`config.mk`:
```
export PLATFORM = sky130hd
export DESIGN_NAME = wallace_mult_pipe
export DESIGN_NICKNAME = d
export VERILOG_FILES = /design/src/rtl/wallace_mult_pipe.sv
export SDC_FILE = /design/constraint.sdc
export NUM_CORES = 1
export LEC_CHECK = 0
export ABC_AREA = 1
export CORE_MARGIN = 3
export CORE_UTILIZATION = 30
export DETAILED_ROUTE_END_ITERATION = 10
export GPL_ROUTABILITY_DRIVEN = 0
export PLACE_DENSITY_LB_ADDON = 0.12
export SETUP_SLACK_MARGIN = 0.1
export SYNTH_ARGS = -nofsm -noshare
export SYNTH_HDL_FRONTEND = slang
export SYNTH_SLANG_ARGS = --single-unit
```
`constraint.sdc`:
```
create_clock -name clk -period 5.2 [get_ports clk]
set_clock_uncertainty 0.05 [all_clocks]
set_input_delay 0.78 -clock clk [delete_from_list [all_inputs] [get_ports clk]]
set_output_delay 0.78 -clock clk [all_outputs]
set_load 0.03 [all_outputs]
```
`src/rtl/wallace_mult_pipe.sv`:
```
// Pipelined Wallace-tree multiplier; latency PIPE_STAGES+1 edges from acceptance, one result per cycle.
// Whole-pipeline stall: in_ready = !out_valid | out_ready. Define WALLACE_MULT_SIGNED_EN for Baugh-Wooley signed mode.
module wallace_mult_pipe #(
    parameter int WIDTH       = 8,
    parameter int PIPE_STAGES = 2
) (
    input  logic               clk,
    input  logic               rst_n,
    input  logic               in_valid,
    output logic               in_ready,
    input  logic [WIDTH-1:0]   in_a,
    input  logic [WIDTH-1:0]   in_b,
    output logic               out_valid,
    input  logic               out_ready,
    output logic [2*WIDTH-1:0] out_product,
    output logic               busy
);
    localparam int PW = 2 * WIDTH;
`ifdef WALLACE_MULT_SIGNED_EN
    localparam int NPP = WIDTH + 1;
    localparam logic [PW-1:0] BW_CORR = (PW'(1) << WIDTH) | (PW'(1) << (PW - 1));
`else
    localparam int NPP = WIDTH;
`endif

    function automatic int tree_layers(input int rows);
        int n;
        int l;
        n = rows;
        l = 0;
        while (n > 2) begin
            n = 2 * (n / 3) + n % 3;
            l++;
        end
        return l;
    endfunction

    localparam int NL = tree_layers(NPP);

    function automatic logic [1:0] ha(input logic x, input logic y);
        return {x & y, x ^ y};
    endfunction

    function automatic logic [1:0] fa(input logic x, input logic y, input logic z);
        return {(x & y) | (x & z) | (y & z), x ^ y ^ z};
    endfunction

    // One row of full adders: three rows in, sum row and left-shifted carry row out.
    function automatic logic [2*PW-1:0] csa(input logic [PW-1:0] x, input logic [PW-1:0] y,
                                            input logic [PW-1:0] z);
        logic [PW-1:0] s;
        logic [PW-1:0] c;
        logic [1:0]    r;
        s = '0;
        c = '0;
        for (int k = 0; k < PW; k++) begin
            r    = fa(x[k], y[k], z[k]);
            s[k] = r[0];
            if (k < PW - 1) c[k+1] = r[1];
        end
        return {c, s};
    endfunction

    // Ripple CPA; the carry out of the top bit is dropped because the product fits in PW bits.
    function automatic logic [PW-1:0] cpa(input logic [PW-1:0] x, input logic [PW-1:0] y);
        logic [PW-1:0] s;
        logic          c;
        logic [1:0]    r;
        s    = '0;
        r    = ha(x[0], y[0]);
        s[0] = r[0];
        c    = r[1];
        for (int k = 1; k < PW; k++) begin
            r    = fa(x[k], y[k], c);
            s[k] = r[0];
            c    = r[1];
        end
        return s;
    endfunction

    logic             adv;
    logic             s0_vld;
    logic [WIDTH-1:0] s0_a;
    logic [WIDTH-1:0] s0_b;
    logic [PW-1:0]    row_x;
    logic [PW-1:0]    row_y;
    logic             out_vld_q;
    logic [PW-1:0]    out_dat_q;
    logic             mid_busy;

    assign adv         = !out_vld_q || out_ready;
    assign in_ready    = adv && rst_n;
    assign out_valid   = out_vld_q;
    assign out_product = out_dat_q;
    assign busy        = s0_vld || mid_busy || out_vld_q;

    always_ff @(posedge clk or negedge rst_n) begin
        if (!rst_n) begin
            s0_vld <= 1'b0;
            s0_a   <= '0;
            s0_b   <= '0;
        end else if (adv) begin
            s0_vld <= in_valid;
            s0_a   <= in_a;
            s0_b   <= in_b;
        end
    end

    always_comb begin
        logic [PW-1:0]    tree [0:NL][0:NPP-1];
        logic [WIDTH-1:0] pp;
        logic [2*PW-1:0]  cs;
        logic             pbit;
        int               n;
        int               g3;
        for (int l = 0; l <= NL; l++)
            for (int r = 0; r < NPP; r++)
                tree[l][r] = '0;
        pp   = '0;
        cs   = '0;
        pbit = 1'b0;
        for (int i = 0; i < WIDTH; i++) begin
            for (int j = 0; j < WIDTH; j++) begin
                pbit = s0_a[j] & s0_b[i];
`ifdef WALLACE_MULT_SIGNED_EN
                // Baugh-Wooley: terms mixing exactly one sign bit are inverted.
                if ((i == WIDTH - 1) != (j == WIDTH - 1)) pbit = ~pbit;
`endif
                pp[j] = pbit;
            end
            tree[0][i] = PW'(pp) << i;
        end
`ifdef WALLACE_MULT_SIGNED_EN
        tree[0][WIDTH] = BW_CORR;
`endif
        n = NPP;
        for (int l = 0; l < NL; l++) begin
            g3 = n / 3;
            for (int g = 0; g < NPP / 3; g++) begin
                if (g < g3) begin
                    cs = csa(tree[l][3*g], tree[l][3*g+1], tree[l][3*g+2]);
                    tree[l+1][2*g]   = cs[PW-1:0];
                    tree[l+1][2*g+1] = cs[2*PW-1:PW];
                end
            end
            // Rows left over from the groups of three pass straight to the next layer.
            for (int r = 0; r < NPP; r++) begin
                if (r >= 3 * g3 && r < n) tree[l+1][r-g3] = tree[l][r];
            end
            n = 2 * g3 + n % 3;
        end
        row_x = tree[NL][0];
        row_y = tree[NL][1];
    end

    generate
        if (PIPE_STAGES == 1) begin : g_one
            assign mid_busy = 1'b0;
            always_ff @(posedge clk or negedge rst_n) begin
                if (!rst_n) begin
                    out_vld_q <= 1'b0;
                    out_dat_q <= '0;
                end else if (adv) begin
                    out_vld_q <= s0_vld;
                    out_dat_q <= cpa(row_x, row_y);
                end
            end
        end else begin : g_multi
            // First boundary sits between the CSA tree and the CPA; the rest delay the product.
            logic                   s1_vld;
            logic [PW-1:0]          s1_x;
            logic [PW-1:0]          s1_y;
            logic [PIPE_STAGES:2]   vld;
            logic [PW-1:0]          dat [PIPE_STAGES:2];

            assign mid_busy  = s1_vld || (|vld);
            assign out_vld_q = vld[PIPE_STAGES];
            assign out_dat_q = dat[PIPE_STAGES];

            always_ff @(posedge clk or negedge rst_n) begin
                if (!rst_n) begin
                    s1_vld <= 1'b0;
                    s1_x   <= '0;
                    s1_y   <= '0;
                    vld    <= '0;
                    for (int k = 2; k <= PIPE_STAGES; k++) dat[k] <= '0;
                end else if (adv) begin
                    s1_vld <= s0_vld;
                    s1_x   <= row_x;
                    s1_y   <= row_y;
                    vld[2] <= s1_vld;
                    dat[2] <= cpa(s1_x, s1_y);
                    for (int k = 3; k <= PIPE_STAGES; k++) begin
                        vld[k] <= vld[k-1];
                        dat[k] <= dat[k-1];
                    end
                end
            end
        end
    endgenerate
endmodule

```
==> flow_summary.yaml <==
clocking:
  cts_tree: "done"
  worstSkewPairLatency_ps: 340
  clkTransAtPathRegs_ps: 50
  htree_levels: 3
  cts_root_buf: "clkbuf_16"
  ctsLongestPathBuffers: 2
  cts_made_buffers: 9
  postCtsSetupRepairBufs: 0
  cts.hold.buffers_added: 0
  cts_sinks: 61
  post_cts_resize_count: 0
route:
  wirelength_um: 8380
  drcViolationCount: 0
  drtAntennaViolNets: 0
  routed_via_density: 4.17
  wl_per_cell_um: 12.5
  drt_first_pass_iters: 4
  vias: 2804
  drt_iter0_markers: 113
setup_path:
  path_delay_family: "adder cells"
  worstSetupStartpointType: "flop"
  crit_path_frequent_cell: "fa_1"
  crit_slowest_cell: "fa_1"
  worstSetupPathType: "reg2reg"
  required_ps: 5400
  crit_chain: "ha_1, fa_1, fa_1, fa_1, fa_1, fa_1, fa_1, fa_1, fa_1, inv_1, fa_1, o21ai_0"
  worst-path-buf-inv: 1
  max_stage_delay_ps: 420
  critPathMaxFanout: 2
  arrival_ps: 4690
  cp-end-kind: "flop"
grt:
  grt.overflow.total: 0
  grt_max_degree: 66
  antenna_found_initial: 0
  first_global_vias: 3086
  grt_pass1_wl_um: 15000
  track_usage_pct: 13.1
floorplanning:
  die_x_um: 123
  die_h_um: 123
  num_rows: 41
  core_um2: 12900
  die-area_um2: 15000
  io_pins: 39
  start_util_pct: 31.5
place:
  placed_cell_area_um2: 4520
  dp_hpwl_um: 5890
  io_buffers: 38
synth:
  yosys.area.top_type_share_pct: 37.4
  syn_inst: 474
  yosysUniqueCellTypes: 15
  ys_ff_latch: 61
  yosysTopAreaCell: "dfrtp_1"
  synth_area_per_cell_um2: 8.60
  yosysWarnings: 0
  synth_area_leaders: "dfrtp_1 (37%), fa_1 (23%), nand2_1 (20%), inv_1 (7.7%), ha_1 (4.9%)"
  synth_area_um2: 4080
  seq_area_frac_synth_pct: 37.4
  synth_nets: 557
layout:
  drive_gt1_share_pct: 4.19
  post-route-cell-area_um2: 4800
  final_nets: 580
  num-fill-cells: 1389
  utilization_pct: 37.1
  ff_latch_area_um2: 1530
  multi_input_area_um2: 2060
  diodes: 0
  area_growth_pct: 17.7
pwr:
  p_clk_share_pct: 20.7
  power_density_nw_per_um2: 584
  combPwrFrac_pct: 49.2
  vdd_drop_max_mv: 0.178
  pwr-share-seq_pct: 30.2
  power.switching_uw: 1190
  leakage_uw: 0.00270
  swShare_pct: 42.5
  p_int_uw: 1610
status:
  status: "finished clean"
timing:
  clock.fmax_mhz: 223
  finalCriticalPeriod_ps: 4490
  holdWs_ps: 416
  finalHoldViolCount: 0
  tightest_slew_ps: 779
  maxSlewHeadroom_pct: 48.0
  period_share_pct: 86.4
  fin_tns_setup_ps: 0
  rsz0062_at_grt: "false"
  finalMaxSlewViolations: 0
  setup_violations: 0
hold_path:
  worstHoldPathType: "reg2reg"
flow_run:
  maxCapViolCount: 0
## final timing paths
path	startpoint	end	slack, ps	cells after the start
min in group asynchronous	rst_n	s0_a[3]	610	2
max in group asynchronous	rst_n	g_multi.s1_x[7]	3970	2
worst max-delay path	g_multi.s1_x[5]	out_product[14]	710	12
worst max register to register	g_multi.s1_x[5]	out_product[14]	710	12
worst min register to register	g_multi.s1_vld	out_valid	420	2
worst min-delay path	g_multi.s1_vld	out_valid	420	2
## registers in the layout (all words and copies together) (netlist names)
signal / count
out_product: 16
g_multi.s1_x: 15
s0_vld: 1
s0_a: 8
out_valid: 1
g_multi.s1_y: 11
s0_b: 8
g_multi.s1_vld: 1
## power groups by stage
stage	clock network [µW]	registers, µW	logic [µW]
after floorplan	0	866	1000
after global placement	0	850	1400
after detailed placement	0	856	1430
after CTS	604	850	1430
after global routing	626	876	1680
final	579	845	1380
## per-layer routing
layer,vias up,share of wire [%],global-route usage [%]
met2,53,46,21.1
met1,1345,48,16.7
met5,-,0,0
met3,8,5.0,4.52
li1,1398,-,-
met4,0,1.3,3.71
## placed cells by master, fill, tap and decap left out
master,synthesis,layout
clkbuf_1,14,1
o21ai_0,11,11
nand2_1,217,216
clkdlybuf4s50_1,0,37
clkbuf_16,0,9
nand3_1,3,3
dfrtp_1,61,61
ha_1,16,16
clkinv_2,0,3
inv_2,1,1
clkinvlp_4,0,1
bufinv_16,0,1
o21ai_1,3,3
inv_1,84,84
buf_4,4,3
nor2_4,1,1
nor2_1,1,1
nand2_2,0,1
fa_1,47,47
buf_2,5,1
## synthesized netlist by cell type
library cell	count
nand2_1	217
inv_1	84
dfrtp_1	61
fa_1	47
ha_1	16
clkbuf_1	14
o21ai_0	11
buf_6	6
buf_2	5
buf_4	4
nand3_1	3
o21ai_1	3
inv_2	1
nor2_1	1
nor2_4	1
## worst min-delay path: stages, from the launching register on
cell,delay [ps]
dfrtp_1,320
inv_1,60
nand2_1,60
## cell families (layout without fill, tap and decap cells)
group	after synthesis	after routing	synth area share [%]
compound gates	14	14	1.72
simple gates	222	222	20.7
buf+inv	114	141	12.1
flops	61	61	37.4
fa+ha+maj	63	63	28.0
## stage by stage
stage          instances  total power [µW]  worst slack [ps]
2_1_floorplan        474              1870               910
3_3_place_gp         658              2250               723
3_5_place_dp         658              2280               687
4_1_cts              673              2880               664
5_1_grt              673              3180               554
6_report             673              2800               709
## final cells by class
type | instances | share of cell area (%)
clock buffers | 10 | 4.77
clock inverters | 5 | 1.10
inverters | 85 | 6.65
multi-input cells | 299 | 42.9
flip-flops and latches | 61 | 31.8
well taps | 172 | 4.49
repair buffers | 41 | 8.29
Note: power is estimated with default switching activity, not from simulation.
